$ cat config.mk
export PLATFORM = sky130hd
export DESIGN_NAME = resp_frame_tx_flat
export DESIGN_NICKNAME = d
export VERILOG_FILES = /design/src/rtl/resp_frame_pkg.sv /design/src/rtl/resp_frame_if.sv /design/src/rtl/resp_bit_timer.sv /design/src/rtl/resp_frame_tx.sv /design/src/flat_wrapper.sv
export SDC_FILE = /design/constraint.sdc
export NUM_CORES = 1
export LEC_CHECK = 0
export CORE_UTILIZATION = 30
export CTS_BUF_LIST = sky130_fd_sc_hd__clkbuf_16
export DETAILED_ROUTE_END_ITERATION = 16
export GPL_TIMING_DRIVEN = 0
export SYNTH_ARGS = -nofsm -noshare
export SYNTH_HDL_FRONTEND = slang
export SYNTH_SLANG_ARGS = --single-unit
$ cat constraint.sdc
create_clock -name clk -period 2.2 [get_ports clk]
set_input_delay 0.55 -clock clk [delete_from_list [all_inputs] [get_ports clk]]
set_output_delay 0.55 -clock clk [all_outputs]
set_load 0.01 [all_outputs]
$ cat src/rtl/resp_frame_pkg.sv
// rtl/resp_frame_pkg.sv - shared types, constants and parity helper for the response frame link
package resp_frame_pkg;

  typedef enum logic [2:0] {
    IDLE   = 3'd0,
    START  = 3'd1,
    DATA   = 3'd2,
    PARITY = 3'd3,
    STOP   = 3'd4
  } tx_state_e;

  localparam int DEF_DATA_W = 21;
  // start + data + parity + stop, in bit times
  localparam int FRAME_BITS = DEF_DATA_W + 3;

  // Caller zero-extends narrower words, which leaves the XOR unchanged.
  function automatic logic frame_parity(input logic [31:0] data, input logic odd);
    return (^data) ^ odd;
  endfunction

endpackage

$ cat src/rtl/resp_frame_if.sv
// rtl/resp_frame_if.sv - valid/ready word handshake between a producer and the frame transmitter
interface resp_frame_if #(
  parameter int DATA_W = 21
) ();

  logic [DATA_W-1:0] in_data;
  logic              in_valid;
  logic              in_ready;

  modport master (
    output in_data,
    output in_valid,
    input  in_ready
  );

  modport slave (
    input  in_data,
    input  in_valid,
    output in_ready
  );

endinterface

$ cat src/rtl/resp_bit_timer.sv
// rtl/resp_bit_timer.sv - clocks-per-bit counter, shared by the transmitter and the matching receiver
module resp_bit_timer #(
  parameter int DIV   = 4,
  parameter int CNT_W = $clog2(DIV)
) (
  input  logic             clk,
  input  logic             rst_n,
  input  logic             clr,
  input  logic             en,
  output logic [CNT_W-1:0] count,
  output logic             bit_end
);

  localparam logic [CNT_W-1:0] LAST_CNT = CNT_W'(DIV - 1);

  logic [CNT_W-1:0] cnt_q;
  logic [CNT_W-1:0] cnt_d;

  assign bit_end = en && (cnt_q == LAST_CNT);
  assign count   = cnt_q;

  always_comb begin
    cnt_d = cnt_q;
    if (clr) begin
      cnt_d = '0;
    end else if (en) begin
      cnt_d = bit_end ? '0 : cnt_q + 1'b1;
    end
  end

  always_ff @(posedge clk or negedge rst_n) begin
    if (!rst_n) begin
      cnt_q <= '0;
    end else begin
      cnt_q <= cnt_d;
    end
  end

endmodule

$ cat src/rtl/resp_frame_tx.sv
// rtl/resp_frame_tx.sv - serial response-frame transmitter: start, LSB-first data, parity, stop
module resp_frame_tx
  import resp_frame_pkg::*;
#(
  parameter int DATA_W     = 21,
  parameter int DIV        = 4,
  parameter int PARITY_ODD = 0
) (
  input  logic        clk,
  input  logic        rst_n,
  resp_frame_if.slave in_if,
  output logic        tx,
  output logic        busy,
  output logic        frame_done
);

  localparam int BIDX_W = (DATA_W > 1) ? $clog2(DATA_W) : 1;
  localparam int CNT_W  = $clog2(DIV);
  localparam logic [BIDX_W-1:0] LAST_IDX = BIDX_W'(DATA_W - 1);
  localparam logic [CNT_W-1:0]  DONE_CNT = CNT_W'(DIV - 2);

  tx_state_e         state_q, state_d;
  logic [DATA_W-1:0] shift_q, shift_d;
  logic [DATA_W-1:0] shift_next;
  logic [BIDX_W-1:0] idx_q, idx_d;
  logic              par_q, par_d;
  logic              tx_q, tx_d;
  logic              busy_q, busy_d;
  logic              done_q, done_d;

  logic              accept;
  logic              timer_clr;
  logic              bit_end;
  logic [CNT_W-1:0]  bit_cnt;

  assign in_if.in_ready = (state_q == IDLE);
  assign accept         = in_if.in_valid && (state_q == IDLE);
  assign shift_next     = shift_q >> 1;

  assign tx         = tx_q;
  assign busy       = busy_q;
  assign frame_done = done_q;

  resp_bit_timer #(
    .DIV   (DIV),
    .CNT_W (CNT_W)
  ) u_timer (
    .clk     (clk),
    .rst_n   (rst_n),
    .clr     (timer_clr),
    .en      (state_q != IDLE),
    .count   (bit_cnt),
    .bit_end (bit_end)
  );

  // tx_d is the line level for the state being entered, so tx_q never lags the FSM.
  always_comb begin
    state_d   = state_q;
    shift_d   = shift_q;
    idx_d     = idx_q;
    par_d     = par_q;
    tx_d      = tx_q;
    timer_clr = 1'b0;
    case (state_q)
      IDLE: begin
        tx_d = 1'b1;
        if (accept) begin
          state_d   = START;
          shift_d   = in_if.in_data;
          par_d     = frame_parity(32'(in_if.in_data), PARITY_ODD != 0);
          idx_d     = '0;
          tx_d      = 1'b0;
          timer_clr = 1'b1;
        end
      end
      START: begin
        if (bit_end) begin
          state_d = DATA;
          tx_d    = shift_q[0];
        end
      end
      DATA: begin
        if (bit_end) begin
          if (idx_q == LAST_IDX) begin
            state_d = PARITY;
            tx_d    = par_q;
          end else begin
            idx_d   = idx_q + 1'b1;
            shift_d = shift_next;
            tx_d    = shift_next[0];
          end
        end
      end
      PARITY: begin
        if (bit_end) begin
          state_d = STOP;
          tx_d    = 1'b1;
        end
      end
      STOP: begin
        tx_d = 1'b1;
        if (bit_end) begin
          state_d = IDLE;
        end
      end
      default: begin
        state_d = IDLE;
        tx_d    = 1'b1;
      end
    endcase
    busy_d = (state_d != IDLE);
    // Registered pulse lands on the timer's last count of the stop bit.
    done_d = (state_q == STOP) && (bit_cnt == DONE_CNT);
  end

  always_ff @(posedge clk or negedge rst_n) begin
    if (!rst_n) begin
      state_q <= IDLE;
      shift_q <= '0;
      idx_q   <= '0;
      par_q   <= 1'b0;
      tx_q    <= 1'b1;
      busy_q  <= 1'b0;
      done_q  <= 1'b0;
    end else begin
      state_q <= state_d;
      shift_q <= shift_d;
      idx_q   <= idx_d;
      par_q   <= par_d;
      tx_q    <= tx_d;
      busy_q  <= busy_d;
      done_q  <= done_d;
    end
  end

endmodule

$ cat src/flat_wrapper.sv
// flat-port wrapper written by rule: the top's interface ports become plain ports
module resp_frame_tx_flat import resp_frame_pkg::*;
#(
  parameter int DATA_W     = 21,
  parameter int DIV        = 4,
  parameter int PARITY_ODD = 0
)
  (clk, rst_n, tx, busy, frame_done, in_if_in_data, in_if_in_valid, in_if_in_ready);
  resp_frame_if #(.DATA_W(DATA_W)) in_if_i ();
  input  logic clk;
  input  logic rst_n;
  output logic tx;
  output logic busy;
  output logic frame_done;
  input wire logic [$bits(in_if_i.in_data)-1:0] in_if_in_data;
  input wire logic [$bits(in_if_i.in_valid)-1:0] in_if_in_valid;
  output wire logic [$bits(in_if_i.in_ready)-1:0] in_if_in_ready;
  assign in_if_i.in_data = in_if_in_data;
  assign in_if_i.in_valid = in_if_in_valid;
  assign in_if_in_ready = in_if_i.in_ready;
  resp_frame_tx #(.DATA_W(DATA_W), .DIV(DIV), .PARITY_ODD(PARITY_ODD)) u_core (.clk(clk), .rst_n(rst_n), .in_if(in_if_i), .tx(tx), .busy(busy), .frame_done(frame_done));
endmodule
==> results of run 1 <==
-- metrics by stage --
| stage | setup slack, ns | instance area, um^2 | total power [uW] | TNS (ns) | util (%) |
|---|---|---|---|---|---|
| after detailed placement | 0.008866 | 2148 | 2217 | 0 | 38.08 |
| after CTS | 0.09780 | 2326 | 3043 | 0 | 41.23 |
| final | 0.3181 | 2328 | 3024 | 0 | 41.27 |
| after floorplan | 0.5882 | 1793 | 1893 | 0 | - |
| after global placement | -0.2740 | 2153 | 2197 | -9.255 | 38.17 |
| after global routing | 0.2233 | 2328 | 3252 | 0 | 41.27 |
-- kinds of logic after synthesis --
kind of cell,synth area share [%]
fa+ha+maj,2.791
mux,0.5583
buf+inv,4.257
compound gates,17.38
flops,48.92
simple gates,13.68
xor+xnor,12.42
-- critical path, cell delays in order --
cell	delay (ns)
clkdlybuf4s50_1	0.44
xnor2_1	0.23
xnor2_1	0.18
xnor2_1	0.16
xnor3_1	0.42
o21ai_2	0.11
-- cells in the final DEF (no fill, tap or decap), types with 6 or more instances in the layout --
master / synthesis / final
o21ai_0: 6 / 6
nand2_1: 8 / 8
inv_1: 8 / 8
xnor2_1: 16 / 16
o22ai_1: 20 / 20
a21oi_1: 19 / 19
dfrtp_1: 34 / 34
clkdlybuf4s50_1: 0 / 25
nor2_1: 30 / 30
nand3_1: 6 / 6
-- layout make-up --
| type | instances | share of cell area (%) |
|---|---|---|
| timing repair buffer | 28 | 11.82 |
| sequential | 35 | 37.67 |
| tap | 72 | 3.869 |
| inverter | 8 | 1.290 |
| clock inverter | 3 | 1.666 |
| clock buffer | 5 | 5.373 |
| buffer | 10 | 1.988 |
| multi-input combinational | 134 | 36.32 |
-- flip-flops by register name, indices dropped and copies added (netlist names) --
name,flops
u_core.busy,1
u_core.frame_done,1
u_core.idx_q,5
u_core.par_q,1
u_core.shift_q,21
u_core.state_q,3
u_core.tx,1
u_core.u_timer.count,2
-- worst max-delay path by stage --
stage,to,slack [ns],cells after the start
after floorplan,u_core.idx_q[3],0.59,7
after global placement,u_core.shift_q[6],-0.27,1
final,u_core.par_q,0.32,6
after detailed placement,u_core.par_q,0.009,6
after global routing,u_core.shift_q[9],0.22,6
after CTS,in_if_in_ready,0.1,3
-- power by group through the flow --
stage | Combinational, uW | Clock (uW) | Sequential [uW]
after floorplan | 807 | 0 | 1090
after global placement | 1080 | 0 | 1110
after detailed placement | 1100 | 0 | 1120
after CTS | 1130 | 801 | 1120
after global routing | 1260 | 835 | 1150
final | 1110 | 793 | 1120
-- routing by layer --
layer  vias to the layer above  GRT usage (%)
li1                        726              -
met1                       669          18.49
met2                        39          20.09
met3                         8          3.908
met4                         0          4.909
met5                         -              0
-- timing repair --
| item | CTS | global route |
|---|---|---|
| endpoints found under the hold margin | 0 | 0 |
| pin swaps | 1 | 0 |
| cloned | 0 | 0 |
| resized for setup | 1 | 1 |
| buffers inserted | 1 | 0 |
| endpoints found under the setup margin | 1 | 1 |
==> impl_metrics.json, run 1 <==
{
  "overflow": 0,
  "maxCapViolCount": 0,
  "synth_area_leaders": "dfrtp_1 47%, xnor2_1 7.8%, o22ai_1 7.0%",
  "stdcell_count": 295,
  "peakVddDrop_v": 0.0005433,
  "slew_violations": 0,
  "wl_mm": 3.809,
  "wl_met1_mm": 1.998,
  "final_layout_size_suffix_gt1_share_pct": 8.072,
  "r2r-start": "u_core.u_timer.count[0]",
  "synth_edf_count": 0,
  "drc": 0,
  "synth_most_common_cell": "dfrtp_1",
  "max_freq_mhz": 531.4,
  "die_area_um2": 6290,
  "die_h_um": 79.31,
  "multiInputGateArea_um2": 845.8,
  "leakage_uw": 0.0009847,
  "drtIter0Drc": 61,
  "grt_pass1_vias": 1380,
  "outcome": "complete, no violations",
  "post-route-period-util_pct": 85.54,
  "critPathLaunch": "in_if_in_data[5]",
  "switchingPower_uw": 1053,
  "globalplace.congestion": 0.7936,
  "grt_pass1_wl_mm": 6.479,
  "clkTransAtPathRegs_ns": 0.05,
  "ys_types": 32,
  "place_inst": 286,
  "worstSetupEndpointType": "flip-flop",
  "synth_top_area_share_pct": 47.45,
  "cp_max_fo": 2,
  "r2r_cells": 6,
  "synth_warnings": 0,
  "internal_power_uw": 1971,
  "wl_per_cell_um": 12.91,
  "clk_latency_ns": 0.28,
  "hpwlAfterDp_mm": 2.660,
  "syn_to_final_growth_pct": 29.87,
  "die_w_um": 79.31,
  "period_minus_slack_ns": 1.882,
  "synthFlopType": "dfrtp_1",
  "synth_seq_cells": 35,
  "timing_hold_violations_final": 0,
  "core_um2": 5642,
  "start_util_pct": 31.78,
  "final_nets": 250,
  "synth_cells": 187,
  "p_seq_share_pct": 37.0,
  "num_vias": 1442,
  "nFillCells": 571,
  "synthTopCellsByCount": "34 x dfrtp_1, 30 x nor2_1, 20 x o22ai_1, 19 x a21oi_1, 16 x xnor2_1",
  "dr_wl_met3_um": 146,
  "cp.arrival_ns": 2.09,
  "grt_util_all_layers_pct": 13.50,
  "r2r-end": "u_core.shift_q[9]",
  "hold_class": "in2async",
  "ff2ff_setup_slack_ns": 0.36,
  "cts_hold_buf": 0,
  "syn_nets": 215,
  "htree_levels": 2,
  "regArea_um2": 877.1,
  "synth.largest_area_cell": "dfrtp_1",
  "critPathKind": "in2reg",
  "top_layer": "met4",
  "drt-pass1-iter-count": 4,
  "synth_area_um2": 1793,
  "wl_met2_mm": 1.600,
  "worstMarginPinSlew_ns": 0.7885,
  "ys_seq_area_share_pct": 48.92,
  "io_buffers": 27,
  "clockBufferDepth": 2,
  "grt_setup_unrepaired": "false",
  "power_frac_clock_pct": 26.2,
  "cp.required_ns": 2.41,
  "clockRootBuffer": "clkbuf_16",
  "p_per_area_nw_per_um2": 1299,
  "start_kind": "input port",
  "avgSynthCellArea_um2": 9.588,
  "async_flop_share_pct": 100.0,
  "p_comb_share_pct": 36.8,
  "setup_viol": 0,
  "antenna_left": 0,
  "grt_max_degree": 36,
  "rows": 27,
  "diodes": 0,
  "cts_buffers": 5,
  "antenna_found_initial": 0,
  "clock-sinks": 35,
  "worst_hold_slack_ns": 0.3556,
  "boundaryPins": 28,
  "slew_headroom_pct": 47.43,
  "fin_worst_skew_ns": 0.005151,
  "avgViaCountPerCell": 4.888,
  "switching_share_pct": 34.81,
  "cts_tree": "built"
}
(Power assumes the default switching activity.)
==> run 2, diff against run 1 <==
- ABC_CLOCK_PERIOD_IN_PS: default -> 2200
- CORE_UTILIZATION: 30 -> 45
- PLACE_DENSITY: default -> 0.69
- SLEW_MARGIN: default -> 25
==> impl_metrics.json, run 2 (same netlist as run 1, synthesis figures left out) <==
{
  "path_cells": "buf_2 -> nor3_4 -> clkdlybuf4s50_1",
  "maxCapViolCount": 0,
  "post-route-util_pct": 62.07,
  "start_util_pct": 47.89,
  "cpMaxStageDelayCell": "clkdlybuf4s50_1",
  "drt-pass1-iter-count": 7,
  "drc": 0,
  "wl_per_cell_um": 13.83,
  "critPathKind": "reg2out",
  "stdcell_count": 272,
  "max_freq_mhz": 474.3,
  "clkTransAtPathRegs_ns": 0.05,
  "die_area_um2": 4241,
  "slew_violations": 0,
  "largest_reg_flops": 21,
  "cp.required_ns": 1.65,
  "grt_setup_unrepaired": "false",
  "outcome": "complete, no violations",
  "clock-sinks": 35,
  "nFillCells": 343,
  "final_nets": 251,
  "grt_util_all_layers_pct": 21.05,
  "critPathMaxStageDelay_ns": 0.56,
  "final_layout_size_suffix_gt1_share_pct": 8.482,
  "p_seq_share_pct": 37.3,
  "start_kind": "flip-flop",
  "post-route-period-util_pct": 95.84,
  "io_buffers": 27,
  "critPathTopFamily": "buffers and inverters",
  "cts_hold_buf": 0,
  "antenna_left": 0,
  "worstSetupEndpointType": "output port",
  "hold_class": "in2async",
  "syn_to_final_growth_pct": 29.59,
  "clockBufferDepth": 2,
  "clk_latency_ns": 0.28,
  "period_minus_slack_ns": 2.109,
  "cts_tree": "built",
  "drtIter0Drc": 100,
  "rows": 22,
  "worstMarginPinSlew_ns": 0.4528,
  "grt_pass1_wl_mm": 6.679,
  "leakage_uw": 0.0009826,
  "boundaryPins": 28,
  "peakVddDrop_v": 0.0006367,
  "power_frac_clock_pct": 25.7,
  "final_cell_mix": "34 x dfrtp_1, 30 x nor2_1, 26 x clkdlybuf4s50_1",
  "fin_worst_skew_ns": 0.005181,
  "overflow": 0,
  "die_w_um": 65.12,
  "antenna_found_initial": 0,
  "slew_headroom_pct": 69.82,
  "crit_buf_inv": 2,
  "wl_mm": 3.763,
  "num_vias": 1493,
  "globalplace.congestion": 0.8092,
  "switchingPower_uw": 1053,
  "grt_max_degree": 24,
  "grt_pass1_vias": 1453,
  "p_per_area_nw_per_um2": 1305,
  "setup_viol": 0,
  "mostFrequentLayoutCell": "dfrtp_1",
  "internal_power_uw": 1978,
  "switching_share_pct": 34.73,
  "avgViaCountPerCell": 5.489,
  "reg_top3": "u_core.shift_q (21), u_core.idx_q (5), u_core.state_q (3)",
  "core_um2": 3744,
  "hpwlAfterDp_mm": 2.833,
  "place_inst": 263,
  "top_register": "u_core.shift_q",
  "timing_hold_violations_final": 0,
  "diodes": 0,
  "htree_levels": 2,
  "clockRootBuffer": "clkbuf_16",
  "cp_max_fo": 9,
  "cp.arrival_ns": 1.56,
  "cts_buffers": 5,
  "die_h_um": 65.12,
  "p_comb_share_pct": 36.9
}
-- run 2: changes by cell type in the layout (fill, tap and decap cells not counted), sizes merged --
cell and change:
clkdlybuf4s50 +1, buf +1, dlymetal6s2s -1
-- run 2: worst paths after layout --
| check | from | to | slack, ns | cells after the start |
|---|---|---|---|---|
| min in group clk | u_core.par_q | u_core.par_q | 0.51 | 2 |
| min | rst_n | u_core.idx_q[2] | 0.18 | 1 |
| max | u_core.state_q[2] | in_if_in_ready | 0.09 | 3 |
| min reg2reg | u_core.par_q | u_core.par_q | 0.51 | 2 |
| max in group asynchronous | rst_n | u_core.idx_q[0] | 1.60 | 2 |
| max reg2reg | u_core.u_timer.count[0] | u_core.shift_q[10] | 0.39 | 6 |
-- run 2: cell type report --
class	instances	area (um^2)	area share [%]
Clock buffer	5	125.1	5.385
Sequential cell	35	877.1	37.75
Multi-Input combinational cell	134	845.8	36.40
Tap cell	48	60.06	2.585
Clock inverter	3	38.79	1.669
Timing Repair Buffer	29	300.3	12.92
Inverter	8	30.03	1.292
Buffer	10	46.29	1.992
-- run 2: what timing repair did --
action / 4_1_cts / 5_1_grt
endpoints found under the setup margin: 1 / 0
buffers inserted: 1 / 0
resized for setup: 1 / 0
-- run 2: metrics by stage --
stage | total power (uW) | setup TNS (ns) | worst slack, ns | instance area [um^2] | hold slack, ns
floorplan | 1893 | 0 | 0.5882 | 1793 | 0.2544
global placement | 2167 | -5.005 | -0.1489 | 2123 | 0.4764
detailed placement | 2233 | 0 | 0.02540 | 2146 | 0.4735
finish | 3031 | 0 | 0.09149 | 2323 | 0.1790
CTS | 3046 | 0 | 0.07599 | 2323 | 0.1805
global route | 3268 | 0 | 0.01102 | 2323 | 0.1969
-- run 2: power groups by stage --
stage	sequential, uW	clock [uW]	combinational (uW)
detailed placement	1130	0	1100
global route	1170	821	1270
finish	1130	780	1120
CTS	1130	792	1120
global placement	1110	0	1060
floorplan	1090	0	807
-- run 2: routing by layer --
| metal | up-vias | track usage, % | routed length, um |
|---|---|---|---|
| met1 | 717 | 25.06 | 1620 |
| met5 | - | 0 | 0 |
| li1 | 723 | - | - |
| met3 | 6 | 5.208 | 203 |
| met4 | 0 | 8.424 | 56 |
| met2 | 47 | 36.33 | 1883 |
